==> config.mk <==
export PLATFORM = sky130hd
export DESIGN_NAME = hk_mash_nth_dithered
export DESIGN_NICKNAME = d
export VERILOG_FILES = /design/src/rtl/hk_mash_nth_dithered.sv
export SDC_FILE = /design/constraint.sdc
export NUM_CORES = 1
export LEC_CHECK = 0
export BUFFER_PORTS_ARGS = -buffer_cell sky130_fd_sc_hd__buf_4
export CAP_MARGIN = 20
export CELL_PAD_IN_SITES_DETAIL_PLACEMENT = 0
export CELL_PAD_IN_SITES_GLOBAL_PLACEMENT = 1
export CORE_MARGIN = 8
export CORE_UTILIZATION = 41
export CTS_BUF_LIST = sky130_fd_sc_hd__clkbuf_8
export DETAILED_ROUTE_END_ITERATION = 10
export GPL_ROUTABILITY_DRIVEN = 0
export PLACE_DENSITY = 0.74
export SETUP_SLACK_MARGIN = 0.2
export SLEW_MARGIN = 0
export SYNTH_ARGS = -nofsm -noshare
export SYNTH_HDL_FRONTEND = slang
export SYNTH_SLANG_ARGS = --single-unit
==> constraint.sdc <==
create_clock -name clk -period 8.12 [get_ports clk]
set_clock_uncertainty 0.2 [all_clocks]
set_input_delay 0.406 -clock clk [delete_from_list [all_inputs] [get_ports clk]]
set_output_delay 0.406 -clock clk [all_outputs]
set_load 0.1 [all_outputs]
==> src/rtl/hk_mash_nth_dithered.sv <==
// hk_mash_nth_dithered
// HK-MASH 1-1-...-1 delta-sigma modulator with ORDER stages. Stage 1 is an
// HK-EFM accumulator; A_GAIN times its previous carry is fed back, so its
// effective modulus is 2^WIDTH - A_GAIN. Stages 2..ORDER are plain
// error-feedback accumulators chained within the same cycle. The input word
// arrives through a ready/valid handshake into a shadow register. It becomes
// the active word only at the end of a frame of UPD_PERIOD enabled cycles.
//
// Optional build macro: HKMASH_DITHER_EN adds a 23-bit LFSR dither bit at the
// stage-1 LSB. Without the macro, the output is a deterministic sequence.
//
// Ports:
//   clk        clock, rising edge
//   rst        synchronous active-high reset
//   en_i       run enable; low freezes all modulator state
//   x_i        unsigned input word
//   x_valid_i  input word offered
//   x_ready_o  shadow register empty
//   y_o        signed modulator output, ORDER+1 bits two's complement
//   y_valid_o  y_o carries a new sample
//   e_o        stage-1 residue
module hk_mash_nth_dithered #(
  parameter int WIDTH      = 24,
  parameter int ORDER      = 3,
  parameter int A_GAIN     = 2,
  parameter int UPD_PERIOD = 1,
  parameter int OUT_REG    = 1
) (
  input  logic                    clk,
  input  logic                    rst,
  input  logic                    en_i,
  input  logic [WIDTH-1:0]        x_i,
  input  logic                    x_valid_i,
  output logic                    x_ready_o,
  output logic signed [ORDER:0]   y_o,
  output logic                    y_valid_o,
  output logic [WIDTH-1:0]        e_o
);

  localparam int FCW = (UPD_PERIOD > 1) ? $clog2(UPD_PERIOD) : 1;
  localparam logic [FCW-1:0] FC_LAST = FCW'(UPD_PERIOD - 1);
  localparam logic [WIDTH+1:0] A_EXT = (WIDTH+2)'(A_GAIN);

  logic [WIDTH-1:0] x_act;
  logic [WIDTH-1:0] shadow;
  logic             shadow_full;
  logic [FCW-1:0]   fc;
  logic             c1_prev;
  logic             dith;

  logic [WIDTH-1:0] e_q [ORDER];
  logic [WIDTH-1:0] e_d [ORDER];
  // p_q[k] holds p_(k+1) of the last enabled cycle; p_q[0] is also the
  // registered output sample.
  logic [ORDER:0]   p_q [ORDER];
  logic [ORDER:0]   p_d [ORDER];
  logic [ORDER-1:0] c;

  logic [WIDTH+1:0] s1;
  logic [WIDTH:0]   sk;

`ifdef HKMASH_DITHER_EN
  logic [22:0] lfsr;

  // Fibonacci LFSR, x^23 + x^18 + 1
  always_ff @(posedge clk) begin
    if (rst) begin
      lfsr <= 23'd1;
    end else if (en_i) begin
      lfsr <= {lfsr[21:0], lfsr[22] ^ lfsr[17]};
    end
  end

  assign dith = lfsr[22];
`else
  assign dith = 1'b0;
`endif

  always_comb begin
    s1  = '0;
    sk  = '0;
    c   = '0;
    e_d = e_q;
    p_d = p_q;

    s1 = {2'b00, x_act} + {2'b00, e_q[0]} + (c1_prev ? A_EXT : '0)
       + {{(WIDTH+1){1'b0}}, dith};
    // s1 can exceed 2^(WIDTH+1) only through the feedback term; any bit
    // above WIDTH-1 means a carry.
    c[0]   = |s1[WIDTH+1:WIDTH];
    e_d[0] = s1[WIDTH-1:0];

    for (int k = 1; k < ORDER; k++) begin
      sk     = {1'b0, e_d[k-1]} + {1'b0, e_q[k]};
      c[k]   = sk[WIDTH];
      e_d[k] = sk[WIDTH-1:0];
    end

    // Noise cancellation, last stage back to the first. Arithmetic is modulo
    // 2^(ORDER+1), so two's-complement results fall out naturally.
    p_d[ORDER-1] = {{ORDER{1'b0}}, c[ORDER-1]};
    for (int k = ORDER - 2; k >= 0; k--) begin
      p_d[k] = {{ORDER{1'b0}}, c[k]} + p_d[k+1] - p_q[k+1];
    end
  end

  always_ff @(posedge clk) begin
    if (rst) begin
      x_act       <= '0;
      shadow      <= '0;
      shadow_full <= 1'b0;
      fc          <= '0;
      c1_prev     <= 1'b0;
      for (int k = 0; k < ORDER; k++) begin
        e_q[k] <= '0;
        p_q[k] <= '0;
      end
    end else begin
      // Accepting requires an empty shadow, while a frame-end transfer
      // requires a full one, so the two updates never collide.
      if (x_valid_i && !shadow_full) begin
        shadow      <= x_i;
        shadow_full <= 1'b1;
      end
      if (en_i) begin
        e_q     <= e_d;
        p_q     <= p_d;
        c1_prev <= c[0];
        if (fc == FC_LAST) begin
          fc <= '0;
          if (shadow_full) begin
            x_act       <= shadow;
            shadow_full <= 1'b0;
          end
        end else begin
          fc <= fc + 1'b1;
        end
      end
    end
  end

  assign x_ready_o = !shadow_full;
  assign e_o       = e_q[0];

  generate
    if (OUT_REG != 0) begin : g_out_reg
      logic y_valid_q;

      always_ff @(posedge clk) begin
        if (rst) begin
          y_valid_q <= 1'b0;
        end else begin
          y_valid_q <= en_i;
        end
      end

      assign y_o       = p_q[0];
      assign y_valid_o = y_valid_q;
    end else begin : g_out_comb
      assign y_o       = p_d[0];
      assign y_valid_o = en_i;
    end
  endgenerate

endmodule

# After elaboration in Yosys (flattened, before gate mapping)
# Cells that the tools add are included.
word_totals:
  register_bits: 132
  in_bits: 28
  output_inout_bits: 30
  wordCells: 32
op_classes:
  add_sub_neg: 9
  mux: 6
  bitwise_logic: 1
  n_reduce_logical: 4
op_table:
  columns: ["operator", "count"]
  rows:
  - ["$add 24x24->25", 3]
  - ["$add 25x2->26", 1]
  - ["$mux 1", 5]
  - ["$add 2x3->4", 1]
  - ["$sub 4x4->4", 1]
  - ["$reduce_and 3->1", 1]
  - ["$sub 2x1->3", 1]
  - ["$add 1x1->2", 1]
  - ["$mux 2", 1]
  - ["$reduce_or 2->1", 1]
  - ["$add 1x1->1 const B", 1]
  - ["$logic_and 1x1->1", 1]
  - ["$logic_not 1->1", 1]
  - ["$not 1->1", 1]

# Logic depth before layout (Yosys ltp)
# Gate-level depths: netlist (run 1).
logic_depth:
  ltp_word: 8
  ltp_mapped: 41
  depth_no_buf: 41

# Least setup slack after synthesis (run 1)
# OpenSTA, ideal clock, no wires.
synth_path:
  path_type: "flip-flop to flip-flop"
  startpoint: "reg e_q, in the netlist e_o[1]"
  endpoint: "reg p_q, in the netlist y_o[3]"
  setup_ns: 0.086
  arrival_ns: 7.103
  required_ns: 7.834
  slack_ns: 0.731
  stages_incl_launch_ff: 41
  path_buffers: 0
  synth_period_minus_slack_ns: 7.389
  cell_sequence: "dfxtp_1 > inv_1 > fa_1 > inv_1 > ha_1 > fa_1 > a21oi_1 > o22ai_1 > o21ai_0 > nand2b_1 > a21oi_1 > xnor2_1 > ha_1 > nand3_1 > a211oi_1 > a211oi_1 > a21oi_1 > o211ai_1 > [5 not listed] > o21ai_0 > nand3_1 > nand2_1 > a31oi_1 > o21bai_1 > a21oi_1 > ha_1 > inv_1 > ha_1 > inv_1 > ha_1 > inv_1 > ha_1 > ha_1 > a21o_1 > a21oi_1 > xnor2_1 > a211oi_1"
synth_lines:
  columns: ["element", "line", "text"]
  rows:
  - ["from (decl)", "51", "logic [WIDTH-1:0] e_q [ORDER];"]
  - ["from (signal, indexed assignment)", "115", "e_q[k] <= '0;"]
  - ["from (signal assigned)", "126", "e_q <= e_d;"]
  - ["to (signal assigned)", "127", "p_q <= p_d;"]
  - ["to (decl)", "55", "logic [ORDER:0] p_q [ORDER];"]

==> flow_metrics.env, run 1 <==
export IMPL_drt_initial_drc_count=313
export IMPL_dr_wl_met2_um=9500
export IMPL_tightest_slew_ps=816
export IMPL_overflow=0
export IMPL_synthArstFlopShare_pct=0
export IMPL_setup_violations=0
export IMPL_p_leak_nw=4.69
export IMPL_cts_made_buffers=17
export IMPL_cp_startpoint="e_o[1]"
export IMPL_via_per_inst=5.20
export IMPL_crit_type="register to register"
export IMPL_dr_max_layer_used="met4"
export IMPL_synthesis_instances=1042
export IMPL_slowest_stage="fa_1"
export IMPL_synthesis_nets=1179
export IMPL_start_util_pct=41.6
export IMPL_yosysWarnings=0
export IMPL_synth_common_cells="136 x nand2_1, 131 x dfxtp_1, 104 x ha_1"
export IMPL_r2r_start="e_o[1]"
export IMPL_crit_fanout=7
export IMPL_start_kind="register"
export IMPL_rrSetupSlack_ps=510
export IMPL_crit_cells=37
export IMPL_path_common_cell="inv_1"
export IMPL_synth_ff_type="dfxtp_1"
export IMPL_power_density_nw_per_um2=142
export IMPL_rows=53
export IMPL_synthesis_area_um2=8690
export IMPL_clock_sinks=131
export IMPL_rr_endpoint="y_o[2]"
export IMPL_fin_nets=1235
export IMPL_tns_ps=0
export IMPL_min_path_type="primary input to register"
export IMPL_diodes=0
export IMPL_pre_cts_ws_ps=39.0
export IMPL_status="finished, final reports clean"
export IMPL_grt_antenna_before_repair=0
export IMPL_cts_path_max_buffers=2
export IMPL_firstDrtPassIters=5
export IMPL_die_w_um=162
export IMPL_crit_path_end="y_o[2]"
export IMPL_finalWirelength_um=20300
export IMPL_yosys_top_cells_area="dfxtp_1 30%, ha_1 15%, mux2i_1 6.3%"
export IMPL_yosysMostFrequentCell="nand2_1"
export IMPL_path_delay_family="adder cells"
export IMPL_h_tree_depth=4
export IMPL_grt_pass1_vias=7062
export IMPL_io_pins=58
export IMPL_worstPathRequired_ps=8240
export IMPL_max_slew_margin_pct=45.6
export IMPL_synth_avg_cell_area_um2=8.34
export IMPL_drc=0
export IMPL_synth_ff_latch_count=131
export IMPL_rr_worst_depth=37
export IMPL_area_delta_synth_final_pct=16.5
export IMPL_tritoncts="built"
export IMPL_grt_max_degree=80
export IMPL_multiInputGateArea_um2=5770
export IMPL_critPathBufInv=7
export IMPL_fin_hold_ws_ps=34.8
export IMPL_vias=7204
export IMPL_fmax_mhz=131
export IMPL_synth_top_area_share_pct=30.2
export IMPL_finalCritPeriodShare_pct=93.8
export IMPL_wl_per_cell_um=14.6
export IMPL_grt_pass1_wl_um=33500
export IMPL_ys_seq_area_share_pct=30.2
export IMPL_die_y_um=162
export IMPL_core_area_um2=20900
export IMPL_vdd_drop_max_mv=0.0938
export IMPL_endpoint_kind="register"
export IMPL_synth_top_area_cell="dfxtp_1"
export IMPL_final_hold_viol_count=0
export IMPL_min_period_ps=7610
export IMPL_critPathMaxStageDelay_ps=520
export IMPL_dr_wl_met3_um=653
export IMPL_cts_reportedPaths_clkPinSlew_ps=90
export IMPL_cp_arrival_ps=7730
export IMPL_cts_root_buf="clkbuf_8"
export IMPL_drv_slew=0
export IMPL_hold_path_depth=3
export IMPL_setup_slack_ps=506
export IMPL_synth_edf_count=0
export IMPL_max_cap_violations=0
export IMPL_layout_drive_gt1_share_pct=15.3
export IMPL_finalPower_w=0.00144
export IMPL_n_fill_cell=2076
export IMPL_rsz0062_at_grt="false"
export IMPL_seqCellArea_um2=2620
export IMPL_dp_hpwl_um=14600
export IMPL_antenna_left=0
export IMPL_yosysUniqueCellTypes=57
export IMPL_grtUsageTotal_pct=15.5
export IMPL_die_area_um2=26100
export IMPL_met1_length_um=9850
export IMPL_clock_latency_ps=460
export IMPL_place_port_buffers=57
flip-flops by register name (all words and copies together), names as in the netlist:
| register | cells |
|---|---|
| c1_prev | 1 |
| e_o | 24 |
| e_q | 48 |
| p_q | 4 |
| shadow | 24 |
| shadow_full | 1 |
| x_act | 24 |
| y_o | 4 |
| y_valid_o | 1 |
power by group:
group	total (W)	internal (W)	switching, W
registers	0.000677	0.000664	0.0000132
clock network	0.000553	0.000250	0.000303
logic	0.000209	0.0000821	0.000127
worst min path at each step:
stage               start   endpoint  slack, ps
6_report           x_i[0]  shadow[0]         30
5_1_grt            x_i[0]  shadow[0]         20
3_3_place_gp   shadow[17]  x_act[17]        240
2_1_floorplan   shadow[1]   x_act[1]        230
3_5_place_dp   shadow[17]  x_act[17]        240
4_1_cts            x_i[0]  shadow[0]         20
layer usage:
| layer | vias to the layer above | GRT usage [%] |
|---|---|---|
| met2 | 100 | 25.9 |
| li1 | 3768 | - |
| met5 | - | 0 |
| met3 | 24 | 3.44 |
| met4 | 0 | 4.50 |
| met1 | 3312 | 19.6 |
layout by cell type, fill, tap and decap left out, drive strengths merged, types with 4 or more instances in the layout:
| master | instances |
|---|---|
| a31oi | 8 |
| xor2 | 18 |
| and3 | 9 |
| nor3 | 14 |
| o21a | 15 |
| o22ai | 5 |
| or3 | 4 |
| a211o | 5 |
| dlygate4sd3 | 23 |
| and2 | 8 |
| mux2i | 55 |
| inv | 53 |
| nand2b | 5 |
| nor4 | 4 |
| ha | 104 |
| xnor2 | 40 |
| clkbuf | 17 |
| a31o | 7 |
| a21o | 21 |
| a211oi | 21 |
| o21ai | 29 |
| fa | 5 |
| buf | 81 |
| clkinvlp | 4 |
| nor2 | 102 |
| o211ai | 9 |
| nor2b | 6 |
| nand3 | 14 |
| a21oi | 103 |
| dfxtp | 131 |
| nand2 | 136 |
| o31ai | 4 |
| o21bai | 10 |
| nand4 | 7 |
metrics by stage:
stage / std cells / util [%] / instance area [um^2]
floorplan: 1042 / - / 8690
global placement: 1318 / 43.9 / 9160
detailed placement: 1318 / 43.9 / 9160
CTS: 1374 / 47.0 / 9810
global route: 1386 / 48.5 / 10100
finish: 1386 / 48.5 / 10100
timing repair:
action,4_1_cts,5_1_grt
hold buffers,23,0
endpoints found under the hold margin,23,0
endpoints found under the setup margin,3,3
resized for setup,6,48
pin swaps,1,23
setup buffers,1,12
worst reg2reg max path, delay by kind of cell (launching register included):
| family | cells | cell delay, ps |
|---|---|---|
| AO/OA/AOI/OAI | 13 | 2320 |
| buffers and inverters | 7 | 490 |
| flip-flops | 1 | 350 |
| XOR/XNOR | 3 | 500 |
| adder cells (fa/ha/maj) | 10 | 3120 |
| AND/OR/NAND/NOR | 4 | 500 |
cells by family after synthesis:
logic type | Yosys count | share of synthesized area (%)
flip-flops | 131 | 30.2
multiplexers | 55 | 6.34
adder cells (fa/ha/maj) | 109 | 16.1
AO/OA/AOI/OAI | 256 | 18.9
buffers and inverters | 111 | 6.28
AND/OR/NAND/NOR | 322 | 16.3
XOR/XNOR | 58 | 5.85
final cells by class:
type,instances,area share [%]
flip-flops and latches,131,25.9
clock inverters,15,1.42
multi-input cells,800,57.0
clock buffers,17,2.31
inverters,44,1.63
well taps,275,3.40
repair buffers,104,8.28
No activity file was read; power rests on OpenSTA's default activity.
==> inputs of run 2 (changes only) <==
--- a/config.mk
+++ b/config.mk
@@ -9,7 +9,8 @@
 export CAP_MARGIN = 20
 export CELL_PAD_IN_SITES_DETAIL_PLACEMENT = 0
 export CELL_PAD_IN_SITES_GLOBAL_PLACEMENT = 1
-export CORE_MARGIN = 8
+export CORE_ASPECT_RATIO = 1.1
+export CORE_MARGIN = 2
 export CORE_UTILIZATION = 41
 export CTS_BUF_LIST = sky130_fd_sc_hd__clkbuf_8
 export DETAILED_ROUTE_END_ITERATION = 10
==> run 2 against run 1 <==
  * Utilization grew 0.74 points
  * Setup slack lost 26 ps
  * Combinational power is essentially flat
  * Clock power shrank 5.2%
  * First-iteration DRC count grew 4.8%
  * Wire length shrank 1.3%
  * Design area grew 0.67%
  * Maximum frequency shrank 0.34%
  * Worst hold slack gained 110 ps
  * Die area shrank 14%
  * Total power shrank 1.8%
  * Critical path type unchanged
  * Largest power group unchanged
  * Highest routed layer unchanged
==> flow_metrics.env, run 2 (same netlist as run 1, synthesis figures left out) <==
export IMPL_io_pins=58
export IMPL_rr_worst_depth=40
export IMPL_fin_area_um2=10200
export IMPL_diodes=0
export IMPL_met1_length_um=9810
export IMPL_vias=7232
export IMPL_rsz0062_at_grt="false"
export IMPL_n_fill_cell=2026
export IMPL_start_kind="register"
export IMPL_grt_antenna_before_repair=0
export IMPL_cts_made_buffers=17
export IMPL_die_area_um2=22400
export IMPL_pre_cts_ws_ps=16.7
export IMPL_firstDrtPassIters=6
export IMPL_final_common_cell="nand2_1"
export IMPL_crit_type="register to register"
export IMPL_clock_latency_ps=460
export IMPL_multiInputGateArea_um2=5760
export IMPL_max_slew_margin_pct=35.7
export IMPL_place_port_buffers=57
export IMPL_crit_fanout=6
export IMPL_grt_pass1_wl_um=33500
export IMPL_antenna_left=0
export IMPL_grt_pass1_vias=6991
export IMPL_endpoint_kind="register"
export IMPL_most_common_layout_cells="135 x nand2_1, 130 x dfxtp_1, 101 x nor2_1"
export IMPL_grtUsageTotal_pct=18.5
export IMPL_cts_root_buf="clkbuf_8"
export IMPL_start_util_pct=41.9
export IMPL_area_delta_synth_final_pct=17.3
export IMPL_vdd_drop_max_mv=0.100
export IMPL_core_area_um2=20700
export IMPL_layout_drive_gt1_share_pct=16.6
export IMPL_cts_path_max_buffers=2
export IMPL_dr_wl_met3_um=456
export IMPL_p_leak_nw=4.72
export IMPL_power_density_nw_per_um2=139
export IMPL_placedCellCount=1328
export IMPL_tightest_slew_ps=965
export IMPL_slowest_stage="fa_1"
export IMPL_fmax_mhz=131
export IMPL_dr_max_layer_used="met4"
export IMPL_place_area_um2=9170
export IMPL_rows=55
export IMPL_fin_cells=1407
export IMPL_drv_slew=0
export IMPL_seqCellArea_um2=2620
export IMPL_grt_max_degree=93
export IMPL_max_cap_violations=0
export IMPL_largest_reg_flops=48
export IMPL_fin_hold_ws_ps=147
export IMPL_wl_per_cell_um=14.2
export IMPL_worstPathRequired_ps=8300
export IMPL_regMostFlops="e_q"
export IMPL_cts_reportedPaths_clkPinSlew_ps=90
export IMPL_status="finished, final reports clean"
export IMPL_drt_initial_drc_count=328
export IMPL_critPathMaxStageDelay_ps=530
export IMPL_overflow=0
export IMPL_die_w_um=143
export IMPL_finalWirelength_um=20000
export IMPL_min_period_ps=7640
export IMPL_min_path_type="primary input to register"
export IMPL_finalCritPeriodShare_pct=94.1
export IMPL_hold_path_depth=4
export IMPL_final_hold_viol_count=0
export IMPL_clock_sinks=131
export IMPL_dp_hpwl_um=14100
export IMPL_drc=0
export IMPL_setup_slack_ps=480
export IMPL_tns_ps=0
export IMPL_cp_arrival_ps=7820
export IMPL_die_y_um=157
export IMPL_setup_violations=0
export IMPL_tritoncts="built"
export IMPL_fin_nets=1247
export IMPL_via_per_inst=5.14
export IMPL_dr_wl_met2_um=9310
export IMPL_h_tree_depth=4
==> run 2: cell count changes in the layout (fill, tap and decap cells not counted), moves of 2 or more <==
cell / before / now
buf_4: 81 / 92
ha_2: 2 / 5
ha_4: 4 / 1
a2111oi_0: 2 / 0
a2111oi_1: 0 / 2
a21oi_1: 95 / 93
a21oi_2: 7 / 9
inv_2: 2 / 0
nor3_2: 1 / 3
==> run 2: where the power goes <==
part	internal [W]	switching, W
logic	0.0000845	0.000127
registers	0.000664	0.0000135
clock network	0.000219	0.000306
total	0.000967	0.000446
==> run 2: metal layers <==
layer	vias to the layer above	GRT usage, %
met3	31	2.97
met2	124	31.2
li1	3778	-
met4	0	5.89
met1	3299	24.1
met5	-	0
==> run 2: layout make-up <==
cell class	instances	share of cell area [%]
well taps	285	3.50
multi-input cells	800	56.5
clock inverters	14	1.19
flip-flops and latches	131	25.8
inverters	44	1.62
clock buffers	17	2.30
repair buffers	116	9.14
==> run 2: critical path: cells and delay by family (launching register included) <==
kind                       cells  cell delay [ps]
AOI/OAI and AO/OA             18             3080
adders and majority gates     10             3020
and+or+nand+nor                5              520
DFF                            1              350
buffers and inverters          5              240
xor gates and xnor gates       2              170
==> run 2: path summary, 6_finish.rpt <==
| check | startpoint | endpoint | slack, ps |
|---|---|---|---|
| max reg2reg | e_o[1] | y_o[3] | 480 |
| min | x_valid_i | shadow_full | 150 |
| min reg2reg | shadow[11] | x_act[11] | 260 |
| max | e_o[1] | y_o[3] | 480 |
==> run 2: timing repair <==
| item | in CTS | in global routing |
|---|---|---|
| endpoints found under the hold margin | 24 | 0 |
| endpoints found under the setup margin | 3 | 4 |
| buffers inserted | 2 | 22 |
| gates resized for setup | 10 | 49 |
| pin swaps | 6 | 34 |
| hold buffers | 24 | 0 |
==> run 2: through the flow <==
stage                     utilization, %  total power (W)
after global routing                49.2          0.00149
after global placement              44.3         0.000888
final                               49.2          0.00141
after floorplan                        -         0.000846
after CTS                           47.5          0.00143
after detailed placement            44.3         0.000889
